<file path="config.mk">
export PLATFORM = sky130hd
export DESIGN_NAME = adder_3_slice_sequencer
export DESIGN_NICKNAME = d
export VERILOG_FILES = /design/src/rtl/adder_3_slice_sequencer.sv
export SDC_FILE = /design/constraint.sdc
export NUM_CORES = 1
export LEC_CHECK = 0
export ABC_AREA = 1
export BUFFER_PORTS_ARGS = -buffer_cell sky130_fd_sc_hd__clkbuf_2
export CORE_MARGIN = 2
export CORE_UTILIZATION = 30
export DETAILED_ROUTE_END_ITERATION = 10
export GPL_ROUTABILITY_DRIVEN = 0
export HOLD_SLACK_MARGIN = 0.08
export PLACE_DENSITY_LB_ADDON = 0.2
export RECOVER_POWER = 50
export SYNTH_ARGS = -nofsm -noshare
export SYNTH_HDL_FRONTEND = slang
export SYNTH_SLANG_ARGS = --single-unit
export TNS_END_PERCENT = 30
</file>
<file path="constraint.sdc">
create_clock -name clk -period 2.51 [get_ports clk]
set_input_delay 0.502 -clock clk [delete_from_list [all_inputs] [get_ports clk]]
set_output_delay 0.502 -clock clk [all_outputs]
set_load 0.01 [all_outputs]
</file>
<file path="src/rtl/adder_3_slice_sequencer.sv">
// adder_3_slice_sequencer: WIDTH-bit add by stepping one shared 3-bit adder slice, LSB first
module adder_3_slice_sequencer #(
  parameter int WIDTH = 12,
  parameter int APPROX_SLICES = 1,
  parameter int CNT_W = 16
) (
  input  logic             clk,
  input  logic             rst_n,
  input  logic             in_valid,
  output logic             in_ready,
  input  logic [WIDTH-1:0] in_a,
  input  logic [WIDTH-1:0] in_b,
  input  logic             in_cin,
  output logic [2:0]       sl_a,
  output logic [2:0]       sl_b,
  output logic             sl_cin,
  output logic             sl_approx,
  input  logic [3:0]       sl_sum,
  output logic             out_valid,
  input  logic             out_ready,
  output logic [WIDTH-1:0] out_sum,
  output logic             out_cout,
  output logic [CNT_W-1:0] op_count
);
  localparam int NSL = WIDTH / 3;
  localparam int IW = NSL > 1 ? $clog2(NSL) : 1;
  typedef enum logic [1:0] {IDLE, RUN, DONE} state_t;
  state_t state;
  logic [IW-1:0] idx;
  logic [WIDTH-1:0] a_r, b_r, res;
  logic carry, cout, take, last, run;
  assign run = state == RUN;
  assign last = idx == IW'(NSL - 1);
  // in_ready is held low during reset so every output reads zero while rst_n is low
  assign in_ready = rst_n && (state == IDLE || (state == DONE && out_ready));
  assign take = in_valid && in_ready;
  assign sl_a = run ? a_r[3*idx +: 3] : 3'b000;
  assign sl_b = run ? b_r[3*idx +: 3] : 3'b000;
  assign sl_cin = run && carry;
  assign sl_approx = run && int'(idx) < APPROX_SLICES;
  assign out_sum = res;
  assign out_cout = cout;
  always_ff @(posedge clk or negedge rst_n)
    if (!rst_n) begin
      state <= IDLE;
      idx <= '0;
      carry <= 1'b0;
      a_r <= '0;
      b_r <= '0;
      res <= '0;
      cout <= 1'b0;
      out_valid <= 1'b0;
      op_count <= '0;
    end else begin
      case (state)
        RUN: begin
          res[3*idx +: 3] <= sl_sum[2:0];
          carry <= sl_sum[3];
          idx <= idx + 1'b1;
          if (last) begin
            state <= DONE;
            out_valid <= 1'b1;
            cout <= sl_sum[3];
          end
        end
        DONE: if (out_ready) begin
          out_valid <= 1'b0;
          state <= IDLE;
          if (op_count != '1) op_count <= op_count + 1'b1;
        end
        default: ;
      endcase
      // a capture in DONE overrides the return to IDLE, giving back-to-back operation
      if (take) begin
        a_r <= in_a;
        b_r <= in_b;
        carry <= in_cin;
        idx <= '0;
        state <= RUN;
      end
    end
endmodule

</file>
Word level (Yosys, flattened, before mapping)
Cells that the tools add are included.
- flip-flop bits (word level): 59
- latch bits: 0
- bits in writable memories: 0
- memory bits (read-only): 0
- bits of input ports: 33
- word-level logic and storage cells: 54
- memories kept: 0
- add/subtract/negate cells: 3
- multipliers: 1
- div/mod/pow operators: 0
- order comparisons: 1
- equal/unequal tests: 8
- shifts and indexed selects: 4
- muxes and demuxes: 14
- bitwise logic cells: 0
- reduce and logical (&&, ||, !) cells: 14
- operator list (kind ; count):
    negator 4 -> 34 bit ; 1
    variable shift 3 x 34 -> 12 bit (first input constant) ; 1
    indexed part select 3 x 34 -> 12 bit ; 1
    indexed part select 12 x 5 -> 3 bit ; 2
    adder 16 x 1 -> 16 bit (second input constant) ; 1
    != test 16 bit (second input constant) ; 1
    bitwise mux 12 bit ; 1
    two-way mux 2 bit ; 5
    AND reduction 3 bit ; 3
    two-way mux 3 bit ; 2
    != test 3 bit (second input constant) ; 2
    logical AND 1 bit ; 5
    == test 2 bit (second input constant) ; 2
    multiplier 2 x 2 -> 4 bit (first input constant) ; 1
    two-way mux 1 bit ; 4
    != test 2 bit (second input constant) ; 2
    case mux 2 bit (2 select lines) ; 1
    nonzero test 2 bit ; 2
    nonzero test 3 bit ; 1
    adder 2 x 1 -> 2 bit (second input constant) ; 1
    == test 2 x 1 -> 1 bit (second input constant) ; 1
    logical NOT 2 bit ; 1
    < comparator 2 x 1 -> 1 bit (second input constant) ; 1
    case mux 1 bit (2 select lines) ; 1
    2 further kinds ; 2

Depth between registers and ports, before layout
Gate-level depths: netlist of the first run.
- word-level depth: 7
- gate-level depth with buffers: 10

Worst setup path after synthesis of the first run
Ideal clock, no wire load.
- path kind: reg2out
- start point: register idx[0]
- end point: output port sl_approx
- arrival time: 1.487 ns
- data required time: 2.008 ns
- path slack: 0.521 ns
- cell stages (with the launch flop): 7
- path through: dfrtp_1 > clkbuf_1 > inv_1 > clkbuf_1 > ha_1 > inv_1 > nor2_1
- cells in the longest elaborated chain, start to end: 2
- RTL lines (element ; line ; source):
    start, declared ; 29 ; logic [IW-1:0] idx;
    start signal, assigned ; 59 ; idx <= idx + 1'b1;
    < comparator 2 x 1 -> 1 bit ; 40 ; assign sl_approx = run && int'(idx) < APPROX_SLICES;
    logical AND 1 bit ; 40 ;
    end, declared ; 17 ; output logic sl_approx,
Every way passes these cells.

Worst setup path after layout of the first run
Ends and elaborated chain as after synthesis.

==> results of run 1 <==
-- registers in the layout, summed over array words and instances (netlist names) --
name       flops
out_sum       12
op_count      16
out_cout       1
carry          1
idx            2
a_r           12
b_r           12
out_valid      1
state          2
-- through the flow --
stage               cells  power [mW]  setup slack (ns)
global route          612        2.01            0.0244
detailed placement    594        1.03             0.483
global placement      594        1.03             0.517
floorplan             397       0.975             0.521
CTS                   609        1.97             0.112
finish                612        1.94             0.218
-- placed cells by master, fill, tap and decap left out --
master,n
buf_4,9
nand2_1,141
nor3_1,1
bufinv_16,1
clkinvlp_4,1
nand3_1,34
inv_4,1
a21oi_1,6
nor2_4,2
nand4_1,10
xnor2_1,6
clkinv_1,3
nor2_2,1
o21ai_0,35
inv_1,21
dfrtp_1,59
ha_1,7
o21ai_4,1
nand2_2,1
nor2_1,46
clkbuf_1,16
clkbuf_2,57
clkinvlp_2,1
o31ai_1,3
clkbuf_8,13
xor2_1,2
nand2_4,1
-- cell type report --
type                    instances  area [µm²]
flip-flops and latches         59        1480
clock inverters                 1        30.0
well taps                     133         166
repair buffers                 81         409
repair inverters                1        5.00
clock buffers                  14         183
multi-input cells             297        1390
fillers                      1083        6060
inverters                      26         104
-- where the power goes --
group	leakage [nW]	switching (mW)	internal (mW)	total [mW]
Combinational	1.02	0.0364	0.0192	0.0556
Clock	0.109	0.369	0.563	0.931
Sequential	0.741	0	0.951	0.951
-- worst min-delay path by stage --
| stage | slack, ns | depth (start not counted) | endpoint |
|---|---|---|---|
| after detailed placement | 0.46 | 2 | b_r[5]$_DFFE_PN0P_ |
| after floorplan | 0.21 | 0 | a_r[0]$_DFFE_PN0P_ |
| after global placement | 0.45 | 2 | b_r[10]$_DFFE_PN0P_ |
| final | 0.40 | 3 | b_r[2]$_DFFE_PN0P_ |
| after global routing | 0.39 | 3 | b_r[3]$_DFFE_PN0P_ |
| after CTS | 0.38 | 3 | b_r[2]$_DFFE_PN0P_ |
-- routing by layer --
| layer | wire (µm) | GRT usage, % |
|---|---|---|
| met1 | 3960 | 21.4 |
| met2 | 3530 | 22.8 |
| met3 | 314 | 2.87 |
| met4 | 83 | 6.10 |
| met5 | 0 | 0 |
-- cells by family (layout without fill, tap and decap cells) --
logic type	Yosys count	in the layout	synth area share [%]
simple gates	237	237	32.4
flops	59	59	48.6
compound gates	45	45	8.03
buf+inv	41	123	5.81
xor+xnor	8	8	2.31
fa+ha+maj	7	7	2.88
-- repair_timing --
| item | in CTS | in global routing |
|---|---|---|
| endpoints found under the setup margin | 0 | 3 |
| endpoints found under the hold margin | 0 | 0 |
| resized for setup | 0 | 2 |
| setup buffers | 0 | 2 |
-- critical path: stages (launching register included) --
cell	delay [ns]
dfrtp_1	0.38
inv_1	0.38
ha_1	0.23
inv_1	0.07
nor2_1	0.22
clkbuf_2	0.18
==> results.md, run 1 <==
- Port bufs: 71
- Worst hold margin: about 0.4 ns
- Starting Density: a little under a third
- Min-Delay Path Class: primary input to flip-flop
- Die Y: around 100 µm
- Final Util: between 30% and 40%
- PD cells: 515 mW/mm²
- Clk_skew: around 0.012 ns
- Remaining global-route overflow: 0
- R2r startpoint: op_count[1]$_DFFE_PN0P_
- Avg Cell Area, Syn: approximately 7.7 µm²
- Hold wc startpoint: in_b[2]
- CP arrival: between 1.5 and 2 ns
- Setup TNS: 0 ns
- R2R cell count: 8
- Clock root buffer master: clkbuf_8
- Synth cell types: 23
- Placement-stage cell area: around 0.0035 mm²
- Wire per inst: 12.9 µm
- Peak supply drop: 0.170 mV
- DRT Pass-1 Iters: 4
- Worst EP required: between 2 and 2.5 ns
- Post-synth EDFFs: 0
- # Max-Cap Violations: 1
- Die Area: 0.0109 mm²
- Tot GR Track Use: between 15 and 20%
- Layout overhead on the synthesized area: 23.8%
- Die Span X: roughly 100 µm
- First DRT Iteration DRCs: 118
- Clk buf depth: 2
- Tcrit/Tclk final: around nine tenths
- Diode count: 0
- Post-synth top area cell: dfrtp_1
- H-tree depth: 3
- Dominant cells by area after synthesis: dfrtp_1 (49%), nand2_1 (17%), nor2_1 (5.8%), o21ai_0 (5.8%), nand3_1 (5.6%)
- Layout cell share with drive strength beyond 1: between 10% and 20%
- Final Slew Violations: 60
- Remaining DRCs: 0
- YS warnings: 0
- R2R Setup Slk: between 0.6 and 0.7 ns
- Lkg Pwr: 1.87 nW
- Worst Setup Path Type: flip-flop to output port
- Post-synth ARST share: 100%
- HPWL Detailed: ~5.4 mm
- Via density: 4.55
- Total CTS buffers: 9
- Post-synth top cells: nand2_1 (141), dfrtp_1 (59), nor2_1 (47)
- Worst Setup EP: sl_approx
- Hold Vio Cnt, Final: 0
- Worst setup SP type: flip-flop
- CTS tree: done
- RSZ-0062 raised after global routing: false
- Status: finished, violations left
- Drt total wl: slightly below 8 mm
- Row count: 36
- Most common cell in the netlist: nand2_1
- # clock sinks: 59
- Post-Syn Nets: between 400 and 500
- Crit Path Max Fanout: 17
- Vias: about 2,800
- Critical R2R Capture: op_count[8]$_DFFE_PN0P_
- Max Clk Rate: roughly 440 MHz
- Register area share after synthesis: roughly half
- Global-route wire length before repair: approximately 13 mm
- Synthesized area: around 0.003 mm²
- Mapped Cells: between 300 and 400
- Post-layout nets: ~520
- Setup crit start: idx[0]$_DFFE_PN0P_
- CORE AREA: between 0.009 and 0.01 mm²
- IO Count: just over 70
- Hold Buf Count CTS: 0
- Clk Latency, worst-skew pair: approximately 0.34 ns
- Pin count of the biggest net entering global routing: 60
- Final setup violation count: 0
- Actual slew at the worst max-slew pin: approximately 1.5 ns
- Worst Setup End Kind: output port
- Post-DRT Antenna Nets: 0
- Top FF cell, synth: dfrtp_1
- Final Cell Area: between 0.003 and 0.004 mm²
- Initial antenna violation count: 0
- Synthesis-stage register bit count: 59
- Failing checks: max-capacitance violations, max-slew violations
- Post-synth top area share: between 40 and 50%
- Max transition margin: -1.48%
- Final Critical Period: 2.29 ns
- Vias in the first global route: between 2,000 and 3,000
- CTS clk-pin slew, worst paths: ~0.070 ns
(Power assumes the default switching activity.)
==> run 2, diff against run 1 <==
CTS_CLUSTER_SIZE = 20   (was unset)
PLACE_DENSITY_LB_ADDON = 0.15   (was 0.2)
==> run 2 against run 1 <==
The run still ends with max-capacitance violations, max-slew violations left. Die area unchanged. Via count about the same. Clock power down 21%. Hold slack worse by 0.0018 ns. Setup slack better by 0.055 ns. Wire length down 2.5%. Sequential cell count unchanged. Critical path type unchanged. Largest power group unchanged.
==> results.md, run 2 (synthesis results as in run 1) <==
- Pin count of the biggest net entering global routing: 60 (unchanged)
- Tcrit/Tclk final: 89.1% (-2.2 points)
- CTS tree: done
- HPWL Detailed: 5.41 mm (-0.68%)
- Status: finished, violations left
- Final setup violation count: 0 (unchanged)
- Starting Density: 30.9% (unchanged)
- Layout cell share with drive strength beyond 1: 18.3% (-0.25 points)
- Diode count: 0 (unchanged)
- Clk_skew: 0.00856 ns (-0.00302 ns)
- Clk buf depth: 2 (unchanged)
- Final Critical Period: 2.24 ns (-0.0551 ns)
- First DRT Iteration DRCs: 82 (-31%)
- CP Buf/Inv Count: 3 (unchanged)
- Final Util: 37.8% (-0.47 points)
- IO Count: 72 (unchanged)
- Worst EP required: 2.01 ns (about the same)
- Vias: 2,785 (-0.072%)
- Clk Latency, worst-skew pair: 0.33 ns (about the same)
- Most common cell after layout, fill and taps aside: nand2_1
- CP max-delay cell: dfrtp_1
- Remaining global-route overflow: 0 (unchanged)
- Drt total wl: 7.69 mm (-2.5%)
- Die Area: 0.0109 mm² (unchanged)
- Commonest cells after routing, fill and taps aside: nand2_1 (141), dfrtp_1 (59), clkbuf_2 (56)
- Critical-path cell list: nor2_2, clkinvlp_4, buf_4, a21oi_1, clkbuf_2
- Vias in the first global route: 2,669 (-0.11%)
- Total CTS buffers: 9 (unchanged)
- CTS clk-pin slew, worst paths: 0.07 ns (about the same)
- Max transition margin: -1.86% (-0.38 points)
- Worst setup SP type: flip-flop
- Peak supply drop: 0.222 mV (+30%)
- Hold Vio Cnt, Final: 0 (unchanged)
- CORE AREA: 0.00982 mm² (unchanged)
- H-tree depth: 3 (unchanged)
- Actual slew at the worst max-slew pin: 1.53 ns (+0.00571 ns)
- Worst Setup End Kind: output port
- Failing checks: max-capacitance violations, max-slew violations
- Final Slew Violations: 60 (unchanged)
- Min-Delay Path Class: primary input to flip-flop
- Row count: 36 (unchanged)
- Max Clk Rate: 447 MHz (+2.5%)
- CP arrival: 1.74 ns (-0.05 ns)
- Cell family with most CP delay: buffers and inverters
- Port bufs: 71 (unchanged)
- RSZ-0062 raised after global routing: false
- # clock sinks: 59 (unchanged)
- Lkg Pwr: 1.84 nW (-1.3%)
- Most flop-heavy register: op_count
- DRT Pass-1 Iters: 4 (unchanged)
- Tot GR Track Use: 14.6% (-0.50 points)
- Worst path max stage delay: 0.40 ns (+0.02 ns)
- Initial antenna violation count: 0 (unchanged)
- Remaining DRCs: 0 (unchanged)
- Max FFs per register: 16 (unchanged)
- Crit Path Max Fanout: 7 (-10)
- Global-route wire length before repair: 12.9 mm (-2.6%)
- PD cells: 468 mW/mm² (-9.2%)
- Setup TNS: 0 ns (unchanged)
- Post-DRT Antenna Nets: 0 (unchanged)
- Wire per inst: 12.6 µm (-2.7%)
- Die Span X: 105 µm (unchanged)
- Hold Buf Count CTS: 0 (unchanged)
- Post-layout nets: 516 (+0.19%)
- Layout overhead on the synthesized area: 22.3%
- Die Y: 105 µm (unchanged)
- Worst Setup Path Type: flip-flop to output port
- Via density: 4.54 (-0.23%)
- Clock root buffer master: clkbuf_8
- # Max-Cap Violations: 1 (unchanged)
==> run 2: cell types whose count changed in the layout (fill, tap and decap cells not counted), sizes merged <==
cell	previous run	this run
clkinv	3	6
buf	9	10
clkbuf	86	84
bufinv	1	0
==> run 2: stage by stage <==
step | power, mW | worst slack [ns] | hold WS [ns] | cells | instance area [µm²]
6_report | 1.74 | 0.273 | 0.395 | 613 | 3710
5_1_grt | 1.83 | 0.161 | 0.390 | 613 | 3710
4_1_cts | 1.78 | 0.104 | 0.377 | 610 | 3710
3_5_place_dp | 1.03 | 0.481 | 0.453 | 595 | 3550
3_3_place_gp | 1.03 | 0.520 | 0.449 | 595 | 3550
2_1_floorplan | 0.975 | 0.521 | 0.206 | 397 | 3040
==> run 2: worst min-delay path: stages <==
cell	delay, ns
clkbuf_2	0.08
nand3_1	0.06
nand2_1	0.05
==> run 2: final cells by class <==
cell class              count  area (µm²)
clock inverters             3        15.0
fillers                  1099        6100
repair inverters            1        5.00
clock buffers              12         145
multi-input cells         297        1390
flip-flops and latches     59        1480
inverters                  26         104
repair buffers             82         415
well taps                 133         166
==> run 2: power by group <==
group | switching, mW | leakage [nW] | internal [mW] | total [mW]
Clock | 0.356 | 0.0860 | 0.375 | 0.731
Combinational | 0.0359 | 1.02 | 0.0192 | 0.0551
Sequential | 0 | 0.741 | 0.951 | 0.951
==> run 2: path summary, 6_finish.rpt <==
check	startpoint	endpoint	slack (ns)	depth (start not counted)
min reg2reg	b_r[10]$_DFFE_PN0P_	b_r[10]$_DFFE_PN0P_	0.47	2
max	state[1]$_DFFE_PN0P_	sl_a[0]	0.27	5
max in group asynchronous	rst_n	b_r[11]$_DFFE_PN0P_	0.85	2
min	in_a[0]	a_r[0]$_DFFE_PN0P_	0.39	3
min in group asynchronous	rst_n	op_count[11]$_DFFE_PN0P_	0.75	2
max reg2reg	idx[1]$_DFFE_PN0P_	out_sum[8]$_DFFE_PN0P_	0.70	6
==> run 2: what timing repair did <==
action	in CTS	in global routing
gates resized for setup	0	2
endpoints found under the setup margin	0	1
endpoints found under the hold margin	0	0
buffers inserted	0	2
==> run 2: layer usage <==
| layer | wire, µm | vias up | GRT usage [%] | share of wire [%] |
|---|---|---|---|---|
| li1 | - | 1428 | - | - |
| met5 | 0 | - | 0 | 0 |
| met2 | 3340 | 53 | 22.3 | 43 |
| met1 | 3950 | 1297 | 20.4 | 51 |
| met3 | 338 | 7 | 4.93 | 4.4 |
| met4 | 68 | 0 | 2.86 | 0.88 |
==> run 3, diff against run 2 <==
MAX_ROUTING_LAYER = met4   (was unset)
RECOVER_POWER = unset   (was 50)
==> run 3 against run 2 <==
The flow now finishes without violations. Cell area rose by 0.61%. Global-route usage rose by 0.42 points. First-iteration DRC count rose by 13%. Non-clock buffer count did not move. Clock skew rose by 0.0013 ns.
==> results.md, run 3 (synthesis results as in run 1) <==
- Status: finished, final reports clean
- Max FFs per register: 16 (unchanged)
- Final Critical Period: 2.24 ns (-0.00167 ns)
- Worst EP required: 2.01 ns (about the same)
- Detailed route wirelength on metal2: 3.39 mm (+1.3%)
- Final setup violation count: 0 (unchanged)
- Starting Density: 30.9% (unchanged)
- Net Sw Frac: 22.4% (-0.13 points)
- Final Util: 38.1% (+0.23 points)
- Pin count of the biggest net entering global routing: 60 (unchanged)
- IO Count: 72 (unchanged)
- Row count: 36 (unchanged)
- R2R Setup Slk: 0.72 ns (+0.02 ns)
- # Max-Cap Violations: 0 (-1)
- Clock share of power: 42.0% (about the same)
- PD cells: 464 mW/mm² (-0.72%)
- Clk buf depth: 2 (unchanged)
- DRT Pass-1 Iters: 4 (unchanged)
- Max transition margin: 48.4% (+50 points)
- Crit Path Max Fanout: 7 (unchanged)
- RSZ-0062 raised after global routing: false
- Actual slew at the worst max-slew pin: 0.775 ns (-0.753 ns)
- Clk Latency, worst-skew pair: 0.33 ns (about the same)
- Comb power frac: 3.2% (about the same)
- H-tree depth: 3 (unchanged)
- Vias: 2,796 (+0.39%)
- Metal-1 WL: 3.95 mm (+0.23%)
- Wire per inst: 12.5 µm (-0.45%)
- Vias in the first global route: 2,667 (-0.075%)
- Worst Setup End Kind: output port
- Post-layout nets: 516 (unchanged)
- # clock sinks: 59 (unchanged)
- Commonest cells after routing, fill and taps aside: nand2_1 (141), clkbuf_2 (71), dfrtp_1 (59)
- Int Power: 1.35 mW (about the same)
- HPWL Detailed: 5.41 mm (unchanged)
- Diode count: 0 (unchanged)
- Worst setup SP type: flip-flop
- Layout overhead on the synthesized area: 23.0%
- Setup WS post-layout: 0.275 ns (+0.00167 ns)
- Post-DRT Antenna Nets: 0 (unchanged)
- Highest metal used: met4
- Placed cells: 595 (unchanged)
- Setup TNS: 0 ns (unchanged)
- Die Span X: 105 µm (unchanged)
- Most common cell after layout, fill and taps aside: nand2_1
- Clock root buffer master: clkbuf_8
- Total CTS buffers: 9 (unchanged)
- Via density: 4.56 (+0.39%)
- Worst Setup Path Type: flip-flop to output port
- Clk_skew: 0.00983 ns (+0.00127 ns)
- Reg power frac: 54.8% (about the same)
- Final Slew Violations: 0 (-100%)
- Most flop-heavy register: op_count
- Hold Buf Count CTS: 0 (unchanged)
- CP max-delay cell: dfrtp_1
- Tot GR Track Use: 15.1% (+0.42 points)
- Die Area: 0.0109 mm² (unchanged)
- First DRT Iteration DRCs: 93 (+13%)
- Min-Delay Path Class: primary input to asynchronous set/reset pin
- Remaining DRCs: 0 (unchanged)
- Cell family with most CP delay: buffers and inverters
- Layout cell share with drive strength beyond 1: 21.7% (+3.3 points)
- CORE AREA: 0.00982 mm² (unchanged)
- Lkg Pwr: 1.89 nW (+2.3%)
- Port bufs: 71 (unchanged)
- Die Y: 105 µm (unchanged)
- Critical-path cell list: nor2_2, clkinvlp_4, buf_4, a21oi_1, clkbuf_2
- Tcrit/Tclk final: 89.1% (about the same)
- Drt total wl: 7.66 mm (-0.45%)
- CP arrival: 1.73 ns (about the same)
- CTS tree: done
- Worst hold margin: 0.397 ns (+0.00259 ns)
- Initial antenna violation count: 0 (unchanged)
- Finished Layout Cells: 613 (unchanged)
- Peak supply drop: 0.222 mV (about the same)
- CTS clk-pin slew, worst paths: 0.07 ns (about the same)
- Worst path max stage delay: 0.40 ns (about the same)
- Setup WS pre-CTS: 0.481 ns (unchanged)
- Filler cell count: 1,098 (-0.091%)
- Met3 WL post-DR: 288 µm (-15%)
- Hold Vio Cnt, Final: 0 (unchanged)
- Max Clk Rate: 447 MHz (about the same)
- Switching power total: 389 µW (-0.71%)
- Global-route wire length before repair: 12.9 mm (about the same)
- Remaining global-route overflow: 0 (unchanged)
- CP Buf/Inv Count: 3 (unchanged)
## run 3: stage by stage
stage	instance area (µm²)	power [mW]
2_1_floorplan	3040	0.975
3_3_place_gp	3550	1.03
3_5_place_dp	3550	1.03
4_1_cts	3710	1.78
5_1_grt	3740	1.83
6_report	3740	1.73
## run 3: routing by layer
metal,global-route usage [%],vias to the layer above
met5,-,-
met4,3.43,0
met3,4.05,2
met2,22.3,66
met1,20.7,1297
li1,-,1431
## run 3: power groups by stage
stage               clock network (mW)  logic (mW)  registers (mW)
floorplan                            0     0.00625           0.969
global placement                     0      0.0581           0.969
detailed placement                   0      0.0589           0.969
CTS                              0.767      0.0591           0.950
global route                     0.815      0.0642           0.950
finish                           0.728      0.0561           0.951
## run 3: path summary, 6_finish.rpt
check | to | cells after the start | startpoint
max | sl_a[0] | 5 | state[1]$_DFFE_PN0P_
min | op_count[11]$_DFFE_PN0P_ | 2 | rst_n
max reg2reg | out_sum[8]$_DFFE_PN0P_ | 6 | idx[1]$_DFFE_PN0P_
min reg2reg | b_r[10]$_DFFE_PN0P_ | 2 | b_r[10]$_DFFE_PN0P_
max in group asynchronous | b_r[11]$_DFFE_PN0P_ | 2 | rst_n
min in group clk | a_r[0]$_DFFE_PN0P_ | 3 | in_a[0]
## run 3: layout make-up
| type | instances | area (µm²) | area share [%] |
|---|---|---|---|
| Clock buffer | 12 | 145 | 3.88 |
| Clock inverter | 3 | 15.0 | 0.402 |
| Inverter | 26 | 104 | 2.78 |
| Multi-Input combinational cell | 297 | 1390 | 37.1 |
| Sequential cell | 59 | 1480 | 39.5 |
| Tap cell | 133 | 166 | 4.45 |
| Timing Repair Buffer | 82 | 438 | 11.7 |
| Timing Repair inverter | 1 | 5.00 | 0.134 |
## run 3: repair_timing
item / in CTS / in global routing
endpoints found under the setup margin: 0 / 1
gates resized for setup: 0 / 2
buffers inserted: 0 / 2
## run 3: worst register-to-register path: stages (launching register included)
cell      delay, ns
dfrtp_1        0.36
clkinv_1       0.29
ha_1           0.40
clkinv_1       0.23
nor2_1         0.25
nand4_1        0.14
nand2_1        0.08
